==> src/rtl/sba_initiator.sv <==
// sba_initiator: command-driven SBA bus master issuing single/burst beats with per-beat responses and ack timeout
module sba_initiator #(
  parameter logic [15:0] ADDR_STEP = 16'd4,
  parameter int unsigned TIMEOUT = 255
) (
  input  logic        i_clk,
  input  logic        i_rst,
  input  logic        i_cmd_valid,
  output logic        o_cmd_ready,
  input  logic [15:0] i_cmd_addr,
  input  logic [3:0]  i_cmd_we,
  input  logic [31:0] i_cmd_data,
  input  logic [7:0]  i_cmd_len,
  output logic        o_rsp_valid,
  input  logic        i_rsp_ready,
  output logic [31:0] o_rsp_data,
  output logic        o_rsp_err,
  output logic        o_rsp_last,
  output logic [15:0] o_ext_addr,
  output logic        o_ext_stb,
  output logic [3:0]  o_ext_we,
  input  logic        i_ext_ack,
  output logic [31:0] o_ext_dat_w,
  input  logic [31:0] i_ext_dat_r
);
  typedef enum logic [1:0] {IDLE, REQ, RSP} state_t;
  state_t state, state_n;
  logic [15:0] addr;
  logic [3:0]  we;
  logic [31:0] dat;
  logic [7:0]  beat;
  logic [31:0] tcnt;
  logic [31:0] rdata;
  logic        err;
  logic        timeout;
  logic        done;
  assign timeout = (TIMEOUT != 0) && (tcnt == TIMEOUT - 1);
  assign done = err || (beat == 8'd0);
  assign o_cmd_ready = state == IDLE;
  assign o_ext_stb = state == REQ;
  assign o_rsp_valid = state == RSP;
  assign o_rsp_data = rdata;
  assign o_rsp_err = err;
  assign o_rsp_last = (state == RSP) && done;
  assign o_ext_addr = addr;
  assign o_ext_we = we;
  assign o_ext_dat_w = dat;
  always_ff @(posedge i_clk or posedge i_rst)
    if (i_rst) state <= IDLE;
    else state <= state_n;
  always_comb begin
    state_n = state;
    state_n = state == IDLE ? (i_cmd_valid ? REQ : IDLE)
            : state == REQ  ? ((i_ext_ack || timeout) ? RSP : REQ)
            : (i_rsp_ready ? (done ? IDLE : REQ) : RSP);
  end
  always_ff @(posedge i_clk or posedge i_rst) begin
    if (i_rst) begin
      addr  <= '0;
      we    <= '0;
      dat   <= '0;
      beat  <= '0;
      tcnt  <= '0;
      rdata <= '0;
      err   <= 1'b0;
    end else begin
      if (state == IDLE && i_cmd_valid) begin
        addr  <= i_cmd_addr;
        we    <= i_cmd_we;
        dat   <= i_cmd_data;
        beat  <= i_cmd_len;
        tcnt  <= '0;
        rdata <= '0;
        err   <= 1'b0;
      end
      if (state == REQ) begin
        tcnt <= tcnt + 1;
        if (i_ext_ack) rdata <= (we == 4'd0) ? i_ext_dat_r : 32'd0;
        else if (timeout) begin
          err   <= 1'b1;
          rdata <= '0;
        end
      end
      // next beat: advance address with 16-bit wrap, restart timeout window
      if (state == RSP && i_rsp_ready && !done) begin
        addr <= addr + ADDR_STEP;
        beat <= beat - 8'd1;
        tcnt <= '0;
      end
    end
  end
endmodule

==> config.mk <==
export PLATFORM = sky130hd
export DESIGN_NAME = sba_initiator
export DESIGN_NICKNAME = d
export VERILOG_FILES = /design/src/rtl/sba_initiator.sv
export SDC_FILE = /design/constraint.sdc
export NUM_CORES = 1
export LEC_CHECK = 0
export CAP_MARGIN = 20
export CORE_ASPECT_RATIO = 0.9
export CORE_UTILIZATION = 30
export CTS_CLUSTER_DIAMETER = 100
export DETAILED_ROUTE_END_ITERATION = 10
export PLACE_DENSITY_LB_ADDON = 0.08
export RECOVER_POWER = 25
export SKIP_LAST_GASP = 1
export SYNTH_ARGS = -nofsm -noshare
export SYNTH_HDL_FRONTEND = slang
export SYNTH_SLANG_ARGS = --single-unit
==> constraint.sdc <==
create_clock -name i_clk -period 6.4 [get_ports i_clk]
set_input_delay 1.28 -clock i_clk [delete_from_list [all_inputs] [get_ports i_clk]]
set_output_delay 1.28 -clock i_clk [all_outputs]
set_load 0.005 [all_outputs]
# ---- Word-level counts from Yosys, hierarchy flattened
# Cells that the tools add are included.
dict set report classes {
  add_sub_neg 3
  mul 0
  n_div 0
  order_cmp 0
  eq_ne 3
  n_shift 0
  mux 22
  bitwise 0
  n_reduce_logical 12
}
# op count
set ops {}
lappend ops {{$mux 32} 8}
lappend ops {{$add 32x1->32 const B} 1}
lappend ops {{$eq 32x8->1 const B} 1}
lappend ops {{$mux 16} 2}
lappend ops {{$add 16x3->16 const B} 1}
lappend ops {{$mux 8} 2}
lappend ops {{$logic_not 8->1} 1}
lappend ops {{$mux 2} 4}
lappend ops {{$sub 8x1->8 const B} 1}
lappend ops {{$mux 1} 6}
lappend ops {{$logic_and 1x1->1} 4}
lappend ops {{$logic_not 4->1} 1}
lappend ops {{$reduce_bool 3->1} 1}
lappend ops {{$eq 2x1->1 const B} 1}
lappend ops {{$eq 2x2->1 const B} 1}
lappend ops {{$logic_not 2->1} 1}
lappend ops {{$logic_or 1x1->1} 2}
lappend ops {{$reduce_bool 2->1} 1}
lappend ops {{$logic_not 1->1} 1}
dict set report totals {
  regBits 127
  latchBits 0
  ramBits 0
  mem_bits_ro 0
  inputBits 97
  out_inout_bits 89
  wordCells 48
  memories 0
}

# ---- Longest topological paths before layout
dict set report depth {
  word_depth 6
  depth_mapped 9
  depth_no_buf 6
}

# ---- Least setup slack after synthesis
# Ideal clock, no wire load.
dict set report synth_path {
  path_kind {input -> register}
  startpoint {input port i_cmd_valid}
  endpoint {register err (netlist: o_rsp_err)}
  setup_ps 122
  arrival_ps 2464
  required_ps 6278
  setup_slack_ps 3814
  path_stages 5
  path_buffers 3
  cell_sequence {or3b_2 > clkbuf_1 > clkbuf_1 > clkbuf_1 > a32o_1}
}
dict set report synth_between {
  elab_chain_cells 5
}
# item line
set synth_lines {}
lappend synth_lines {{from (decl)} 8} ;# input logic i_cmd_valid,
lappend synth_lines {{$logic_and 1x1->1 (*)} 67} ;# if (state == IDLE && i_cmd_valid) begin
lappend synth_lines {{$mux 1 (*)} 67}
lappend synth_lines {{$mux 1} 79} ;# else if (timeout) begin
lappend synth_lines {{$mux 1} 78} ;# if (i_ext_ack) rdata <= (we == 4'd0) ? i_ext_dat_r : 32'd0;
lappend synth_lines {{$mux 1 (*)} 76} ;# if (state == REQ) begin
lappend synth_lines {{to (signal assigned)} 65} ;# err <= 1'b0;
lappend synth_lines {{to (signal assigned)} 74} ;# err <= 1'b0;
lappend synth_lines {{to (signal assigned)} 80} ;# err <= 1'b1;
lappend synth_lines {{to (decl)} 34} ;# logic err;
# Every way passes the cells marked *; elsewhere a longest branch is shown, timed or not.
# A chain may end at the register's enable or synchronous reset.

# ---- Final worst setup path
dict set report layout_path {
  startpoint {register state[1]}
  endpoint {output port o_ext_stb}
}
dict set report layout_between {
  elab_chain_cells 1
}
# item line
set layout_lines {}
lappend layout_lines {{from (decl)} 27} ;# state_t state, state_n;
lappend layout_lines {{from (signal assigned)} 50} ;# else state <= state_n;
lappend layout_lines {{$eq 2x1->1} 40} ;# assign o_ext_stb = state == REQ;
lappend layout_lines {{to (decl)} 20} ;# output logic o_ext_stb,
# No other way between the ends.

==> impl_metrics.ini <==
[run_status]
outcome = complete, no violations

[synth]
syn_inst = 672
ys.flop_type = dfrtp_1
yosys-top-cells-area = dfrtp_1, nand2_1, a22oi_1, mux2i_1, nand3_1
yosysWarnings = 0
synthArstFlopShare = 1.00
syn_avg_cell_area_um2 = 9.24
yosysTopAreaCellShare = 0.512
ys_seq_area_frac = 0.512
synth_top_cells_by_count = nand2_1, dfrtp_1, a22oi_1
synth-edff-count = 0
synth_seq_cells = 127
syn_area_mm2 = 0.00621
syn-num-nets = 774
ys_types = 62
yosysMostFrequentCell = nand2_1
yosysTopAreaCell = dfrtp_1

[timing]
slew_headroom = 0.393
fin_crit_ps = 3610
rsz0062_at_grt = no
finalCritPeriodShare = 0.564
layout_setup_ws_ps = 2790
fin_skew_ps = 12.9
drv_slew = 0
finalSetupViolCount = 0
clock.fmax_ghz = 0.277
tightest_slew_ps = 903
timing.final.hold_violations = 0
tns_ps = 0

[floorplan]
die_x_um = 154
initial_core_util = 0.309
dieArea_mm2 = 0.0213
core-area_mm2 = 0.0201
row_count = 49
io_pins = 186
fp.dieH_um = 138

[clock_tree]
clock_path_buffers = 2
clk-insertion-delay-late_ps = 420
cts.clk_slew.worst_paths_ps = 60
numCtsBuffers = 17
cts_setup_buffers = 0
cts-root-buf = clkbuf_16
cts.sinks = 127
htree_levels = 4
cts_resized = 0
cts_tree = done
postCtsHoldBufs = 0

[placement]
dp_hpwl_um = 12900
gp_congestion = 0.816
place_ws_ps = 2850
placed_area_mm2 = 0.00830
io_buffers = 185

[grt]
met2_usage = 0.283
track_usage = 0.187
grt_pass1_wl_um = 31400
use_met1 = 0.239
grt_max_degree = 87
antenna_found_initial = 0
top_usage_layer = met2
grt_pass1_vias = 5804
met3_usage = 0.0862
grt-ovfl-total = 0

[pwr]
ir_drop_mv = 0.171
pwr_density_cell_mw_per_mm2 = 418
leakage_nw = 3.78
power_w = 0.00373

[setup_path]
critPathLaunchType = register
path_class = reg -> out
cp-startpoint = state[1]$_DFF_PP0_
reg2reg_depth = 7
r2r-start = beat[0]$_DFFE_PP0P_
endpoint = o_ext_stb
crit_required_ps = 5120
r2r-end = beat[1]$_DFFE_PP0P_
r2r_setup_slack_ps = 3960
endpoint_kind = primary output
critPathArrivalTime_ps = 2330
path_max_fanout = 16

[cells_and_area]
nets = 945
drive_gt1_frac = 0.0701
syn_to_final_growth_pct = 43.5
diodes = 0
final_cell_area_mm2 = 0.00891
final_util = 0.443
num-fill-cells = 1954

[detailed_routing]
post_drt_wl_per_cell_um = 17.2
drt-initial-drc-count = 352
drt_wl_total_um = 19100
vias_per_cell = 5.15
vias = 5726
drtPass1Iterations = 5
ant_nets = 0
drcViolationCount = 0

[run]
drv_cap = 0

[worst_hold_path]
hold_path_class = reg -> reg
holdCritStartpoint = o_ext_dat_w[29]$_DFFE_PP0P_
critical path, cell delays in order (launching register included):
cell and delay, ps:
dfrtp_1 520, nand2b_1 420, inv_2 400, clkdlybuf4s50_1 570
worst min path at each step:
stage | to | slack [ps] | depth (start not counted)
floorplan | tcnt[31]$_DFFE_PP0P_ | 450 | 1
global placement | o_ext_dat_w[8]$_DFFE_PP0P_ | 460 | 2
detailed placement | o_ext_dat_w[14]$_DFFE_PP0P_ | 460 | 2
CTS | o_ext_dat_w[29]$_DFFE_PP0P_ | 480 | 2
global route | o_ext_dat_w[23]$_DFFE_PP0P_ | 490 | 2
finish | o_ext_dat_w[29]$_DFFE_PP0P_ | 470 | 2
layout make-up:
type                       instances  area [um2]  area share
sequential                       127        3180       0.357
multi-input combinational        489        2830       0.318
timing repair buffer             194        1940       0.218
clock buffer                      18         429      0.0482
tap                              255         319      0.0358
clock inverter                    14         159      0.0178
inverter                          14        53.8     0.00604
through the flow:
| step | hold slack, ps | std cells |
|---|---|---|
| 2_1_floorplan | 449 | 672 |
| 3_3_place_gp | 461 | 1078 |
| 3_5_place_dp | 461 | 1078 |
| 4_1_cts | 477 | 1110 |
| 5_1_grt | 492 | 1111 |
| 6_report | 474 | 1111 |
state kept, by name, summed over array words and instances (netlist names):
signal       flops
o_ext_we         4
o_rsp_data      32
o_ext_addr      16
tcnt            32
o_rsp_err        1
beat             8
o_ext_dat_w     32
state            2
where the power goes:
| part | internal (W) | switching, W | leakage (nW) |
|---|---|---|---|
| sequential | 0.00108 | 0.000268 | 1.65 |
| clock | 0.000580 | 0.000389 | 0.275 |
| combinational | 0.000739 | 0.000668 | 1.86 |
| total | 0.00240 | 0.00132 | 3.78 |
per-layer routing:
metal | up-vias | routed length, um
li1 | 2745 | -
met1 | 2798 | 8490
met2 | 163 | 8710
met3 | 20 | 1660
met4 | 0 | 272
met5 | - | 0
cells in the final DEF (no fill, tap or decap), types with 7 or more instances in the layout:
cell type	n
clkbuf_16	17
or3_1	7
nor3_1	13
clkdlybuf4s50_1	184
dfrtp_1	127
mux2i_1	17
o21ai_1	15
nor2_1	25
nand4_1	17
a22oi_1	33
nor4_1	12
a21oi_1	10
nand2_1	179
inv_1	12
nand3_1	28
o21ai_0	23
a221o_1	10
buf_4	8
and3_1	7
cells by family after synthesis:
kind of cell,synth area share
buf+inv,0.0363
xor+xnor,0.00988
fa+ha+maj,0.0101
mux,0.0365
compound gates,0.138
flops,0.512
simple gates,0.258
Note: power is estimated with default switching activity, not from simulation.
